`src/rtl/uart_cmd_rx.sv`:
```
// uart_cmd_rx: 8N1 debug-UART receiver feeding an A5-framed command parser (channel + signed value).
// Optional feature macro UART_CMD_CHECKSUM_EN adds a fifth XOR checksum byte to every packet.
module uart_cmd_rx #(
  parameter int DIV          = 12,
  parameter int W            = 16,
  parameter int TIMEOUT_BITS = 40
) (
  input  logic         clk,
  input  logic         rst,
  input  logic         rx_i,
  output logic [7:0]   byte_o,
  output logic         byte_valid_o,
  output logic         frame_err_o,
  output logic         cmd_valid_o,
  output logic [1:0]   cmd_ch_o,
  output logic [W-1:0] cmd_value_o,
  output logic         cksum_err_o
);

  localparam int CW = $clog2(DIV);
  localparam logic [CW-1:0] HALF_LD  = CW'(DIV / 2 - 1);
  localparam logic [CW-1:0] FULL_LD  = CW'(DIV - 1);
  localparam logic [CW-1:0] CNT_ZERO = CW'(0);
  localparam logic [CW-1:0] CNT_ONE  = CW'(1);
  localparam int TO_CYC = TIMEOUT_BITS * DIV;
  localparam int GW     = $clog2(TO_CYC + 1);
  localparam logic [GW-1:0] GAP_MAX = GW'(TO_CYC);
  localparam logic [GW-1:0] GAP_ONE = GW'(1);
  localparam logic [7:0] SYNC_BYTE  = 8'hA5;

  typedef enum logic [1:0] {R_IDLE, R_START, R_DATA, R_STOP} rx_state_t;
  typedef enum logic [2:0] {P_SYNC, P_CH, P_HI, P_LO, P_CK} p_state_t;

`ifdef UART_CMD_CHECKSUM_EN
  function automatic logic [7:0] cksum_f(input logic [1:0] ch, input logic [7:0] hi, input logic [7:0] lo);
    cksum_f = {6'd0, ch} ^ hi ^ lo;
  endfunction
`endif

  logic            sync1_r, sync2_r, rxs_prev_r;
  logic            rxs_s, fall_s;
  rx_state_t       rx_state_r, rx_state_s;
  logic [CW-1:0]   cnt_r, cnt_s;
  logic [7:0]      shift_r, shift_s;
  logic [2:0]      bitn_r, bitn_s;
  logic            byte_ld_s, frame_bad_s;
  logic [7:0]      byte_r;
  logic            byte_valid_r, frame_err_r;

  p_state_t        p_state_r, p_state_s, eff_state_s;
  logic [GW-1:0]   gap_r;
  logic            timeout_s;
  logic            ch_ld_s, hi_ld_s, fire_s;
  logic [1:0]      ch_r;
  logic [7:0]      hi_r, cmd_lo_s;
  logic            cmd_valid_r;
  logic [1:0]      cmd_ch_r;
  logic [W-1:0]    cmd_value_r;

  // two-flop synchronizer plus one more stage for 1->0 edge detection
  always_ff @(posedge clk or posedge rst) begin
    if (rst) begin
      sync1_r    <= 1'b1;
      sync2_r    <= 1'b1;
      rxs_prev_r <= 1'b1;
    end else begin
      sync1_r    <= rx_i;
      sync2_r    <= sync1_r;
      rxs_prev_r <= sync2_r;
    end
  end

  assign rxs_s  = sync2_r;
  assign fall_s = rxs_prev_r & ~rxs_s;

  // receiver next-state: all sampling happens when the down-counter hits zero
  always_comb begin
    rx_state_s  = rx_state_r;
    cnt_s       = cnt_r;
    shift_s     = shift_r;
    bitn_s      = bitn_r;
    byte_ld_s   = 1'b0;
    frame_bad_s = 1'b0;
    case (rx_state_r)
      R_IDLE: begin
        if (fall_s) begin
          cnt_s      = HALF_LD;
          rx_state_s = R_START;
        end else begin
          rx_state_s = R_IDLE;
        end
      end
      R_START: begin
        if (cnt_r != CNT_ZERO) begin
          cnt_s = cnt_r - CNT_ONE;
        end else if (rxs_s) begin
          rx_state_s = R_IDLE;
        end else begin
          cnt_s      = FULL_LD;
          bitn_s     = 3'd0;
          rx_state_s = R_DATA;
        end
      end
      R_DATA: begin
        if (cnt_r != CNT_ZERO) begin
          cnt_s = cnt_r - CNT_ONE;
        end else begin
          shift_s = {rxs_s, shift_r[7:1]};
          cnt_s   = FULL_LD;
          if (bitn_r == 3'd7) begin
            rx_state_s = R_STOP;
          end else begin
            bitn_s = bitn_r + 3'd1;
          end
        end
      end
      R_STOP: begin
        if (cnt_r != CNT_ZERO) begin
          cnt_s = cnt_r - CNT_ONE;
        end else begin
          if (rxs_s) begin
            byte_ld_s = 1'b1;
          end else begin
            frame_bad_s = 1'b1;
          end
          rx_state_s = R_IDLE;
        end
      end
      default: rx_state_s = R_IDLE;
    endcase
  end

  // receiver state and registered byte/strobe outputs
  always_ff @(posedge clk or posedge rst) begin
    if (rst) begin
      rx_state_r   <= R_IDLE;
      cnt_r        <= CNT_ZERO;
      shift_r      <= 8'd0;
      bitn_r       <= 3'd0;
      byte_r       <= 8'd0;
      byte_valid_r <= 1'b0;
      frame_err_r  <= 1'b0;
    end else begin
      rx_state_r   <= rx_state_s;
      cnt_r        <= cnt_s;
      shift_r      <= shift_s;
      bitn_r       <= bitn_s;
      byte_valid_r <= byte_ld_s;
      frame_err_r  <= frame_bad_s;
      if (byte_ld_s) begin
        byte_r <= shift_r;
      end
    end
  end

  // a timeout coinciding with a byte makes that byte the first one seen in P_SYNC
  assign timeout_s   = (p_state_r != P_SYNC) && (gap_r == GAP_MAX);
  assign eff_state_s = timeout_s ? P_SYNC : p_state_r;

`ifdef UART_CMD_CHECKSUM_EN
  logic       lo_ld_s, ck_bad_s, cksum_err_r;
  logic [7:0] lo_r;
  assign cmd_lo_s = lo_r;
`else
  assign cmd_lo_s = byte_r;
`endif

  // parser next-state, advanced only by received bytes, frame errors or the gap timer
  always_comb begin
    p_state_s = p_state_r;
    ch_ld_s   = 1'b0;
    hi_ld_s   = 1'b0;
    fire_s    = 1'b0;
`ifdef UART_CMD_CHECKSUM_EN
    lo_ld_s   = 1'b0;
    ck_bad_s  = 1'b0;
`endif
    if (frame_err_r) begin
      p_state_s = P_SYNC;
    end else if (byte_valid_r) begin
      case (eff_state_s)
        P_SYNC: begin
          if (byte_r == SYNC_BYTE) begin
            p_state_s = P_CH;
          end else begin
            p_state_s = P_SYNC;
          end
        end
        P_CH: begin
          if (byte_r[7:2] == 6'd0) begin
            ch_ld_s   = 1'b1;
            p_state_s = P_HI;
          end else begin
            p_state_s = P_SYNC;
          end
        end
        P_HI: begin
          hi_ld_s   = 1'b1;
          p_state_s = P_LO;
        end
        P_LO: begin
`ifdef UART_CMD_CHECKSUM_EN
          lo_ld_s   = 1'b1;
          p_state_s = P_CK;
`else
          fire_s    = 1'b1;
          p_state_s = P_SYNC;
`endif
        end
`ifdef UART_CMD_CHECKSUM_EN
        P_CK: begin
          if (byte_r == cksum_f(ch_r, hi_r, lo_r)) begin
            fire_s = 1'b1;
          end else begin
            ck_bad_s = 1'b1;
          end
          p_state_s = P_SYNC;
        end
`endif
        default: p_state_s = P_SYNC;
      endcase
    end else if (timeout_s) begin
      p_state_s = P_SYNC;
    end else begin
      p_state_s = p_state_r;
    end
  end

  // parser state and inter-byte gap timer
  always_ff @(posedge clk or posedge rst) begin
    if (rst) begin
      p_state_r <= P_SYNC;
      gap_r     <= '0;
    end else begin
      p_state_r <= p_state_s;
      if (byte_valid_r || (p_state_r == P_SYNC) || timeout_s) begin
        gap_r <= '0;
      end else begin
        gap_r <= gap_r + GAP_ONE;
      end
    end
  end

  // packet field latches and registered command outputs
  always_ff @(posedge clk or posedge rst) begin
    if (rst) begin
      ch_r        <= 2'd0;
      hi_r        <= 8'd0;
      cmd_valid_r <= 1'b0;
      cmd_ch_r    <= 2'd0;
      cmd_value_r <= '0;
    end else begin
      cmd_valid_r <= fire_s;
      if (ch_ld_s) begin
        ch_r <= byte_r[1:0];
      end
      if (hi_ld_s) begin
        hi_r <= byte_r;
      end
      if (fire_s) begin
        cmd_ch_r    <= ch_r;
        cmd_value_r <= W'($signed({hi_r, cmd_lo_s}));
      end
    end
  end

`ifdef UART_CMD_CHECKSUM_EN
  // low byte latch and checksum-error strobe
  always_ff @(posedge clk or posedge rst) begin
    if (rst) begin
      lo_r        <= 8'd0;
      cksum_err_r <= 1'b0;
    end else begin
      cksum_err_r <= ck_bad_s;
      if (lo_ld_s) begin
        lo_r <= byte_r;
      end
    end
  end
  assign cksum_err_o = cksum_err_r;
`else
  assign cksum_err_o = 1'b0;
`endif

  assign byte_o       = byte_r;
  assign byte_valid_o = byte_valid_r;
  assign frame_err_o  = frame_err_r;
  assign cmd_valid_o  = cmd_valid_r;
  assign cmd_ch_o     = cmd_ch_r;
  assign cmd_value_o  = cmd_value_r;

endmodule

```
`config.mk`:
```
export PLATFORM = sky130hd
export DESIGN_NAME = uart_cmd_rx
export DESIGN_NICKNAME = d
export VERILOG_FILES = /design/src/rtl/uart_cmd_rx.sv
export SDC_FILE = /design/constraint.sdc
export NUM_CORES = 1
export LEC_CHECK = 0
export ABC_AREA = 1
export CORE_UTILIZATION = 40
export DETAILED_ROUTE_END_ITERATION = 8
export GPL_ROUTABILITY_DRIVEN = 0
export PLACE_DENSITY = 0.68
export SLEW_MARGIN = 20
export SYNTH_ARGS = -nofsm -noshare
export SYNTH_HDL_FRONTEND = slang
export SYNTH_SLANG_ARGS = --single-unit
export TNS_END_PERCENT = 10
```
`constraint.sdc`:
```
create_clock -name clk -period 5 [get_ports clk]
set_clock_uncertainty 0.05 [all_clocks]
set_input_delay 0.75 -clock clk [delete_from_list [all_inputs] [get_ports clk]]
set_output_delay 0.75 -clock clk [all_outputs]
set_load 0.05 [all_outputs]
```
==> impl_metrics.env <==
export IMPL_outcome="complete, no violations"
export IMPL_cts_sink_count=71
export IMPL_row_count=33
export IMPL_postSynthCellCount=392
export IMPL_drtAntennaViolNets=0
export IMPL_core_mm2=0.00822
export IMPL_critPathBufInv=1
export IMPL_finalCritPeriodShare_pct=49.1
export IMPL_syn_area_per_cell_um2=8.63
export IMPL_p_leak_nw=1.94
export IMPL_yosysSeqAreaShare_pct=52.6
export IMPL_worst_endpoint_arrival_ns=1.66
export IMPL_place_hpwl_mm=4.39
export IMPL_drt_first_pass_iters=4
export IMPL_worst_setup_hold_path_clk_slew_ns=0.07
export IMPL_power_switching_w=0.000359
export IMPL_slew_headroom_pct=52.4
export IMPL_timing_final_ws_setup_ns=2.54
export IMPL_tritoncts_num_buffers=9
export IMPL_slowest_delay_ns=0.85
export IMPL_clk_root_buffer_cell="sky130_fd_sc_hd__clkbuf_8"
export IMPL_report_final_slew_viol_count=0
export IMPL_gr_usage_all_layers_pct=16.5
export IMPL_power_switching_fraction_pct=27.0
export IMPL_pre_cts_ws_ns=2.69
export IMPL_cells_along_the_critical_path="clkdlybuf4s50_1"
export IMPL_fmax_ghz=0.407
export IMPL_global_route_overflow_total=0
export IMPL_die_height_um=94.0
export IMPL_grt_pass1_wl_mm=11.2
export IMPL_max_cap_viol_count=0
export IMPL_diodes=0
export IMPL_routed_wirelength_mm=6.43
export IMPL_worst_path_max_fanout=6
export IMPL_cpLargestDelayFamily="buffers and inverters"
export IMPL_cts_max_level=3
export IMPL_nets=441
export IMPL_cts_setup_buffers=0
export IMPL_ir_worst_vdd_uv=290
export IMPL_timing_critical_path_required_ns=4.20
export IMPL_initial_antenna_violation_count=0
export IMPL_tritoncts="done"
export IMPL_worstSetupEndpointType="output port"
export IMPL_postCtsHoldBufs=0
export IMPL_setup_violations_final=0
export IMPL_worst_skew_pair_late_latency_ns=0.34
export IMPL_critical_path_slowest_cell="sky130_fd_sc_hd__clkdlybuf4s50_1"
export IMPL_setup_worst_path_class="flip-flop to output port"
export IMPL_grt_setup_unrepaired="no"
export IMPL_buffer_ports_inserted=31
export IMPL_cell_internal_pwr_w=0.000968
export IMPL_syn_num_nets=406
export IMPL_final_period_minus_worst_setup_slack_ns=2.46
export IMPL_ys_warn_count=0
export IMPL_crit_path_start_kind="flip-flop"
export IMPL_worstMarginPinSlew_ns=0.713
export IMPL_pin_count=33
export IMPL_flow_area_growth_from_synthesis_pct=17.9
export IMPL_grt_pass1_vias=2373
export IMPL_gate_power_share_pct=16.0
export IMPL_pwr_share_seq_pct=46.9
export IMPL_syn_cell_area_mm2=0.00338
export IMPL_drt_vias_per_instance=4.69
export IMPL_ctsLongestPathBuffers=2
export IMPL_synthesized_flop_and_latch_total=71
export IMPL_finalSetupTns_ns=0
export IMPL_p_per_area_mw_per_mm2=332
export IMPL_drc_errors=0
export IMPL_dr_first_iter_drc_count=93
export IMPL_clock_power_share_pct=37.1
export IMPL_synth_cell_type_count=31
export IMPL_post_cts_resized=0
export IMPL_vias=2516
export IMPL_final_hold_violation_count=0
export IMPL_die_w_um=94.0
export IMPL_start_util_pct=41.2
export IMPL_maximum_number_of_pins_on_one_net_before_global_route_repair=37
export IMPL_worst_hold_path_type="flip-flop to flip-flop"
export IMPL_drive_above_1_share_pct=7.42
export IMPL_die_area_mm2=0.00883
export IMPL_drt_wirelength_per_cell_um=12.0
-- final timing paths --
kind                            startpoint            to  slack (ns)  depth (start not counted)
min in group asynchronous              rst  p_state_r[2]        0.81                          2
worst max register to register    gap_r[0]   cmd_ch_o[0]        3.14                          9
max in group asynchronous              rst      gap_r[3]        3.16                          3
worst max-delay path             byte_o[2]     byte_o[2]        2.54                          1
worst min-delay path               sync1_r         rxs_s        0.30                          0
worst min register to register     sync1_r         rxs_s        0.30                          0
-- cell usage after synthesis (all sizes together) --
| master | n | area (um2) |
|---|---|---|
| o31ai | 1 | 7.51 |
| nand2 | 124 | 473 |
| buf | 7 | 52.5 |
| xnor2 | 2 | 17.5 |
| dfrtp | 68 | 1700 |
| nand4 | 7 | 65.1 |
| and3 | 1 | 6.26 |
| ha | 11 | 138 |
| nor2 | 24 | 119 |
| a21oi | 5 | 25.0 |
| clkbuf | 1 | 3.75 |
| nand3 | 16 | 85.1 |
| or2 | 1 | 6.26 |
| o21bai | 27 | 203 |
| a22oi | 1 | 7.51 |
| nor3b | 3 | 22.5 |
| inv | 61 | 229 |
| dfstp | 3 | 78.8 |
| nor3 | 3 | 15.0 |
| o21ai | 25 | 125 |
| conb | 1 | 3.75 |
-- metrics by stage --
step | instances | instance area (um2) | utilization, % | power, W | hold slack (ns)
finish | 536 | 3990 | 48.5 | 0.00133 | 0.305
global placement | 521 | 3780 | 46.0 | 0.000837 | 0.297
CTS | 536 | 3990 | 48.5 | 0.00134 | 0.306
global route | 536 | 3990 | 48.5 | 0.00140 | 0.311
detailed placement | 521 | 3780 | 46.0 | 0.000845 | 0.302
floorplan | 392 | 3380 | - | 0.000798 | 0.295
-- layout by cell type, fill, tap and decap left out, types with 10 or more instances in the layout --
cell,instances
sky130_fd_sc_hd__nand3_1,15
sky130_fd_sc_hd__nor2_1,20
sky130_fd_sc_hd__nand2_1,123
sky130_fd_sc_hd__o21ai_0,25
sky130_fd_sc_hd__inv_1,56
sky130_fd_sc_hd__ha_1,11
sky130_fd_sc_hd__dfrtp_1,68
sky130_fd_sc_hd__clkbuf_8,10
sky130_fd_sc_hd__clkdlybuf4s50_1,31
sky130_fd_sc_hd__o21bai_1,27
-- metal layers --
layer  up-vias  global-route usage, %  part of all wire [%]
met2        32                   26.5                    48
met4         0                   6.92                   1.6
met3         9                   3.48                   3.0
met5         -                      0                     0
li1       1289                      -                     -
met1      1186                   21.6                    48
-- area by class of cell --
type / count / area (um2)
clock buffers: 11 / 141
clock inverters: 4 / 70.1
fillers: 752 / 4230
inverters: 61 / 229
multi-input cells: 252 / 1320
flip-flops and latches: 71 / 1780
well taps: 105 / 131
repair buffers: 32 / 318
-- cell families after synthesis --
kind of cell / share of synthesized area [%]
buffers and inverters: 8.43
AND/OR/NAND/NOR: 23.4
XOR/XNOR: 0.518
AO/OA/AOI/OAI: 10.9
adder cells (fa/ha/maj): 4.07
other: 0.111
flip-flops: 52.6
-- flip-flops by register name (all words and copies together), names as in the netlist, 2 cells and up, named ones only --
| signal | count |
|---|---|
| byte_o | 8 |
| cmd_value_o | 16 |
| ch_r | 2 |
| p_state_r | 3 |
| bitn_r | 3 |
| hi_r | 8 |
| cmd_ch_o | 2 |
| cnt_r | 4 |
| shift_r | 8 |
| gap_r | 9 |
-- power groups by stage --
stage                     sequential [W]  clock, W  combinational, W
after global routing            0.000625  0.000530          0.000245
after floorplan                 0.000631         0          0.000167
after global placement          0.000632         0          0.000206
after CTS                       0.000622  0.000505          0.000213
after detailed placement        0.000633         0          0.000213
final                           0.000622  0.000492          0.000212
Note: power is estimated with default switching activity, not from simulation.
